[src/rtl/serial_adder.sv]
// Bit-serial adder: one bit per clock, LSB first, with valid/ready handshakes
// on the operand side and the result side.
//
// Ports:
//   clk        system clock, rising edge
//   rst        asynchronous active-high reset
//   in_valid   operand set a/b/cin is valid
//   in_ready   block can accept operands this cycle
//   a, b       WIDTH-bit operands
//   cin        carry-in
//   out_valid  sum/cout valid
//   out_ready  consumer accepts result this cycle
//   sum        (a+b+cin) mod 2^WIDTH
//   cout       bit WIDTH of a+b+cin
//   busy       high while adding or holding a result
`timescale 1ns/1ps

module serial_adder #(
    parameter int WIDTH = 8
) (
    input  logic             clk,
    input  logic             rst,
    input  logic             in_valid,
    output logic             in_ready,
    input  logic [WIDTH-1:0] a,
    input  logic [WIDTH-1:0] b,
    input  logic             cin,
    output logic             out_valid,
    input  logic             out_ready,
    output logic [WIDTH-1:0] sum,
    output logic             cout,
    output logic             busy
);

    localparam int CW = (WIDTH > 1) ? $clog2(WIDTH) : 1;
    localparam logic [CW-1:0] LAST = CW'(WIDTH - 1);

    typedef enum logic [1:0] {
        IDLE,
        ADD,
        DONE
    } state_t;

    state_t          state;
    logic [WIDTH-1:0] a_sh;
    logic [WIDTH-1:0] b_sh;
    logic [WIDTH-1:0] sum_sh;
    logic [CW-1:0]    count;
    logic             carry;

    // Full-adder bit built from two half-adder stages.
    logic p;
    logic g;
    logic s;
    logic c_next;

    assign p      = a_sh[0] ^ b_sh[0];
    assign g      = a_sh[0] & b_sh[0];
    assign s      = p ^ carry;
    assign c_next = g | (carry & p);

    // New sum bit enters at the MSB so that after WIDTH shifts the
    // first (LSB) bit has reached position 0.
    generate
        if (WIDTH == 1) begin : g_w1
            assign sum_sh = s;
        end else begin : g_wn
            assign sum_sh = {s, sum[WIDTH-1:1]};
        end
    endgenerate

    always_ff @(posedge clk or posedge rst) begin
        if (rst) begin
            state     <= IDLE;
            a_sh      <= '0;
            b_sh      <= '0;
            carry     <= 1'b0;
            count     <= '0;
            sum       <= '0;
            cout      <= 1'b0;
            out_valid <= 1'b0;
            busy      <= 1'b0;
            in_ready  <= 1'b0;
        end else begin
            unique case (state)
                IDLE: begin
                    in_ready <= 1'b1;
                    // in_ready gates the accept so nothing is taken on the
                    // first edge after reset release.
                    if (in_valid && in_ready) begin
                        a_sh     <= a;
                        b_sh     <= b;
                        carry    <= cin;
                        count    <= '0;
                        sum      <= '0;
                        cout     <= 1'b0;
                        in_ready <= 1'b0;
                        busy     <= 1'b1;
                        state    <= ADD;
                    end
                end
                ADD: begin
                    a_sh  <= a_sh >> 1;
                    b_sh  <= b_sh >> 1;
                    carry <= c_next;
                    sum   <= sum_sh;
                    count <= count + 1'b1;
                    if (count == LAST) begin
                        cout      <= c_next;
                        out_valid <= 1'b1;
                        state     <= DONE;
                    end
                end
                DONE: begin
                    if (out_ready) begin
                        out_valid <= 1'b0;
                        busy      <= 1'b0;
                        in_ready  <= 1'b1;
                        state     <= IDLE;
                    end
                end
                default: begin
                    state <= IDLE;
                end
            endcase
        end
    end

endmodule
[config.mk]
export PLATFORM = sky130hd
export DESIGN_NAME = serial_adder
export DESIGN_NICKNAME = d
export VERILOG_FILES = /design/src/rtl/serial_adder.sv
export SDC_FILE = /design/constraint.sdc
export NUM_CORES = 1
export LEC_CHECK = 0
export CAP_MARGIN = 10
export CORE_MARGIN = 2
export CORE_UTILIZATION = 50
export CTS_CLUSTER_DIAMETER = 30
export DETAILED_ROUTE_END_ITERATION = 8
export PLACE_DENSITY_LB_ADDON = 0.3
export SETUP_SLACK_MARGIN = 0.2
export SKIP_LAST_GASP = 1
export SLEW_MARGIN = 20
export SYNTH_ARGS = -nofsm -noshare
export SYNTH_HDL_FRONTEND = slang
export SYNTH_SLANG_ARGS = --single-unit
export TNS_END_PERCENT = 30
[constraint.sdc]
create_clock -name clk -period 1.62 [get_ports clk]
set_input_delay 0.162 -clock clk [delete_from_list [all_inputs] [get_ports clk]]
set_output_delay 0.162 -clock clk [all_outputs]
set_load 0.05 [all_outputs]
==> results of run 1 <==
layout by cell type, fill, tap and decap left out:
cell / Yosys / layout
inv_1: 6 / 6
clkdlybuf4s50_1: 0 / 20
clkinv_2: 0 / 2
buf_4: 1 / 20
dfrtp_2: 0 / 1
o21ai_1: 22 / 22
nor2b_1: 1 / 1
dfrtp_1: 34 / 33
and4b_1: 2 / 2
fa_2: 0 / 1
a22o_1: 9 / 9
or2_1: 1 / 1
a21oi_1: 6 / 6
mux2i_1: 15 / 15
nand2_1: 6 / 6
bufinv_16: 0 / 1
a31oi_1: 1 / 1
nor2_1: 4 / 4
buf_12: 0 / 1
nor3b_2: 0 / 1
o2bb2ai_1: 2 / 2
clkbuf_4: 0 / 5
ha_1: 2 / 2
o21ai_0: 15 / 15
a21oi_4: 0 / 1
o32a_1: 1 / 1
nand2b_1: 1 / 1
cells in the mapped netlist, drive strengths merged:
library cell,n,area (µm²)
inv,6,22.5
o32a,1,10.0
or2,1,6.26
and4b,2,20.0
buf,6,51.3
a22o,9,78.8
nor3b,1,7.51
nand2b,1,6.26
a31oi,1,6.26
o2bb2ai,2,17.5
nand2,6,22.5
ha,2,25.0
dfrtp,34,851
mux2i,15,150
clkbuf,4,15.0
o21ai,37,185
nor2,4,15.0
nor2b,1,6.26
fa,1,20.0
a21oi,7,38.8
per-layer routing:
layer  GRT usage [%]  part of all wire, %  routed length, µm
met2            34.5                   50               1670
met1            24.9                   42               1410
met4            8.25                  1.9                 64
met5               0                    0                  0
met3            6.06                  6.3                212
power by group through the flow:
stage               clock (mW)  combinational, mW  sequential, mW
finish                   0.609               2.01            1.47
detailed placement           0               2.00            1.48
floorplan                    0               1.10            1.81
CTS                      0.621               2.00            1.47
global placement             0               1.91            1.47
global route             0.650               2.18            1.52
sequential cells by signal, summed over array words and instances (netlist names):
register and cells:
a_sh 8, b_sh 8, busy 1, carry 1, count 3, cout 1
in_ready 1, out_valid 1, state 2, sum 8
critical path, stage by stage (launching register included):
cell and delay [ns]:
dfrtp_1 0.46, buf_4 0.26, nor2_1 0.07, buf_4 0.17, a22o_1 0.24
cells by family after synthesis:
group                    share of synthesized area, %
AO/OA/AOI/OAI                                    21.6
flip-flops                                       54.7
buffers and inverters                            5.71
AND/OR/NAND/NOR                                  5.39
multiplexers                                     9.65
adder cells (fa/ha/maj)                          2.90
path summary, 6_finish.rpt:
| kind | to | from | depth (start not counted) | slack (ns) |
|---|---|---|---|---|
| min reg2reg | count[0] | count[0] | 1 | 0.51 |
| max in group asynchronous | in_ready | rst | 3 | 1.09 |
| min | sum[5] | rst | 3 | 0.20 |
| max | count[1] | state[1] | 4 | 0.31 |
| max reg2reg | count[1] | state[1] | 4 | 0.31 |
| min in group clk | a_sh[5] | a[5] | 3 | 0.46 |
final cells by class:
type                    count  area share [%]
clock buffers               5            1.88
clock inverters             3            2.01
inverters                   6            1.13
multi-input cells          91            31.6
flip-flops and latches     34            42.7
well taps                  33            2.07
repair buffers             41            18.6
repair_timing:
action,CTS,global route
gates resized for setup,0,2
setup endpoints to repair,0,1
hold buffers,0,0
metrics by stage:
step | instances | cell area, µm²
2_1_floorplan | 141 | 1560
3_3_place_gp | 205 | 1910
3_5_place_dp | 205 | 1910
4_1_cts | 213 | 1990
5_1_grt | 213 | 1990
6_report | 213 | 1990
==> impl_metrics.toml, run 1 <==
[status]
status = "complete, no violations"

[clock_network]
cts.clk_slew.worst_paths_ns = 0.11
clock_sinks = 34
postCtsSetupBuffers = 0
cts_max_level = 2
cts_buffer_depth = 2
worstSkewPairLatency_ns = 0.34
cts-root-buf = "clkbuf_4"
cts_buffers = 5
cts_tree = "built"

[floorplan]
die_h_um = 59.8
initial_utilization_pct = 51.8
die_w_um = 59.8
rows = 20
dieArea_um2 = 3570
ioPinCount = 33
core_area_um2 = 3000

[worst_setup_path]
cp_max_fo = 18
required_ns = 1.85
path_class = "register to register"
arrival_ns = 1.53
cp-start-kind = "register"
end_kind = "register"

[route]
wl_mm = 3.36
wl_per_cell_um = 15.8
drc_errors = 0
drt_iter0_markers = 46
drtPass1Iterations = 4
viasPerCell = 5.81
ant_nets = 0
vias = 1238

[timing]
period_minus_slack_ns = 1.31
hold_viol = 0
setup_violations = 0
fin_skew_ns = 0.00965
slew_viol_final = 0
fin_crit_sh_pct = 80.8
slew_headroom_pct = 72.3
fin_ws_ns = 0.311
tns_ns = 0
tightest_slew_ns = 0.415
rsz0062_at_grt = "false"
holdWs_ns = 0.202
fmax_ghz = 0.764

[final_layout]
nFillCells = 242
drive_gt1_share_pct = 18.3
register_area_um2 = 852
fin_util_pct = 66.4
n_antenna_cell = 0
syn_to_final_growth_pct = 28.2
nets = 203
multi_input_area_um2 = 631

[global_route]
grt_usage_pct = 20.6
antenna_found_initial = 0
first_global_vias = 1217
grt_pass1_wl_mm = 5.37
grt_max_degree = 35
overflow = 0

[power_and_ir_drop]
total_power_mw = 4.09
p_per_area_nw_per_um2 = 2050
intPower_mw = 2.37
pwr-share-seq_pct = 36.0
power_frac_clock_pct = 14.9
cellLeakagePower_nw = 0.895
switching_share_pct = 41.9
ir_worst_vdd_v = 0.000924
power_frac_comb_pct = 49.1
switchingPower_mw = 1.71

[synthesis]
syn-cell-area_um2 = 1560
synth_cells = 141
synth.net_count = 165
ys_seq_area_share_pct = 54.7
synth-seq-cells = 34
syn_avg_cell_area_um2 = 11.0
yosysWarnings = 0
synth.distinct_cells = 24

[flow_run]
drv_cap = 0

[placed_design]
io_buffer_count = 32
post-place-ws_ns = 0.0270
dp_hpwl_mm = 2.26
gp_routability_congestion = 0.740

[min_path]
min_path_type = "input pin to asynchronous set/reset pin"
Power figures use the tool's default switching activity.
==> run 2: changes to the inputs <==
==> constraint.sdc (replaced) <==
create_clock -name clk -period 1.3 [get_ports clk]
set_input_delay 0.13 -clock clk [delete_from_list [all_inputs] [get_ports clk]]
set_output_delay 0.13 -clock clk [all_outputs]
set_load 0.05 [all_outputs]
==> run 2 against run 1 <==
Compared with the run above:
- sequential power is 31% higher
- first-iteration DRC count fell by 48%
- final cell count is 3.3% higher
- fmax rose by 4.1%
- total power grew 47%
- global-route usage increased by 2.4 points
- routed wire length increased by 9.2%
- critical path depth grew 1
- clock skew shrank 0.0039 ns
- clock-buffer cell count unchanged
- design area grew 15%
- highest routed layer unchanged
==> impl_metrics.toml, run 2 (synthesis gave the netlist of run 1 again) <==
[floorplan]
core_area_um2 = 3000
die_h_um = 59.8
initial_utilization_pct = 51.8
rows = 20
dieArea_um2 = 3570
ioPinCount = 33
die_w_um = 59.8

[placed_design]
dp_hpwl_mm = 2.47
io_buffer_count = 32
post-place-ws_ns = -0.171
gp_routability_congestion = 0.754

[final_layout]
syn_to_final_growth_pct = 48.1
fin_util_pct = 76.7
final_common_cell = "dfrtp_1"
multi_input_area_um2 = 696
register_area_um2 = 855
n_antenna_cell = 0
nets = 210
drive_gt1_share_pct = 31.0
final_cell_mix = "dfrtp_1, o21ai_1, clkdlybuf4s50_1"
top_regs = "a_sh x8, b_sh x8, sum x8"
nFillCells = 186

[power_and_ir_drop]
cellLeakagePower_nw = 0.995
p_per_area_nw_per_um2 = 2610
ir_worst_vdd_v = 0.00137
total_power_mw = 6.01

[worst_setup_path]
cp-start-kind = "register"
worstRegToRegCells = 5
path_buf_inv = 1
crit_chain = "inv_2 > fa_2 > nor3b_2 > a21oi_1 > o21ai_1"
critPathSlowestCell = "fa_2"
startpoint = "a_sh[0]"
required_ns = 1.58
r2r_setup_slack_ns = 0.04
rr_startpoint = "a_sh[0]"
end_kind = "register"
cp_max_fo = 2
arrival_ns = 1.54
path_class = "register to register"
reg2reg_to = "carry"
critPathTopFamily = "adder cells"
slowest_delay_ns = 0.41

[clock_network]
cts_buffer_depth = 2
cts_tree = "built"
holdBufCountCts = 0
clock_sinks = 34
cts_buffers = 5
cts-root-buf = "clkbuf_4"
cts.clk_slew.worst_paths_ns = 0.11
cts_max_level = 2
worstSkewPairLatency_ns = 0.35

[route]
vias = 1268
drt_iter0_markers = 24
drc_errors = 0
ant_nets = 0
drtPass1Iterations = 4
viasPerCell = 5.76
wl_mm = 3.67
wl_per_cell_um = 16.7

[global_route]
overflow = 0
grt_max_degree = 35
grt_pass1_wl_mm = 5.93
antenna_found_initial = 0
grt_usage_pct = 23.1
first_global_vias = 1256

[timing]
hold_viol = 0
slew_viol_final = 0
tightest_slew_ns = 0.376
slew_headroom_pct = 74.9
fin_ws_ns = 0.0423
fin_crit_sh_pct = 96.7
rsz0062_at_grt = "true"
period_minus_slack_ns = 1.26
fin_skew_ns = 0.00580
fmax_ghz = 0.795
holdWs_ns = 0.105
setup_violations = 0
tns_ns = 0

[status]
status = "complete, no violations"

[min_path]
min_path_type = "input pin to asynchronous set/reset pin"

[flow_run]
drv_cap = 0
run 2: cell types whose count changed in the layout (fill, tap and decap cells not counted), moves of 3 or more:
cell | before | now
buf_12 | 1 | 14
buf_4 | 20 | 9
buf_6 | 0 | 3
inv_1 | 6 | 3
inv_2 | 0 | 3
run 2: area by class of cell:
| cell class | count | share of cell area, % |
|---|---|---|
| clock buffer | 5 | 1.63 |
| clock inverter | 3 | 1.74 |
| sequential | 34 | 37.1 |
| tap | 33 | 1.79 |
| timing repair buffer | 48 | 26.6 |
| multi-input combinational | 91 | 30.2 |
| inverter | 6 | 0.978 |
run 2: per-layer routing:
layer,up-vias,global-route usage (%),share of wire (%)
met5,-,0,0
met4,0,9.52,1.7
met3,7,7.14,5.4
met2,39,36.2,49
met1,625,29.6,44
li1,597,-,-
run 2: worst min-delay path, delay by kind of cell:
family / cells / cell delay (ns)
buffers and inverters: 3 / 0.70
run 2: where the power goes:
group	leakage, nW	internal (mW)	switching, mW
combinational	0.526	1.69	1.60
clock	0.0450	0.398	0.381
sequential	0.424	1.52	0.417
total	0.995	3.61	2.40
run 2: how the worst max path moves through the flow:
stage	to	slack, ns	cells past startpoint
after detailed placement	count[2]	-0.17	5
final	carry	0.04	5
after global placement	count[2]	-0.14	5
after floorplan	sum[3]	-0.13	5
after global routing	carry	-0.004	5
after CTS	cout	0.06	5
run 2: repair_timing:
item | CTS | global route
pin swaps | 6 | 8
endpoints found under the setup margin | 42 | 44
setup buffers | 2 | 1
cloned | 0 | 0
gates resized for setup | 14 | 13
run 2: per-stage QoR:
stage               area [µm²]  instances
floorplan                 1580        141
global placement          2110        209
detailed placement        2110        209
CTS                       2250        219
global route              2300        220
finish                    2300        220
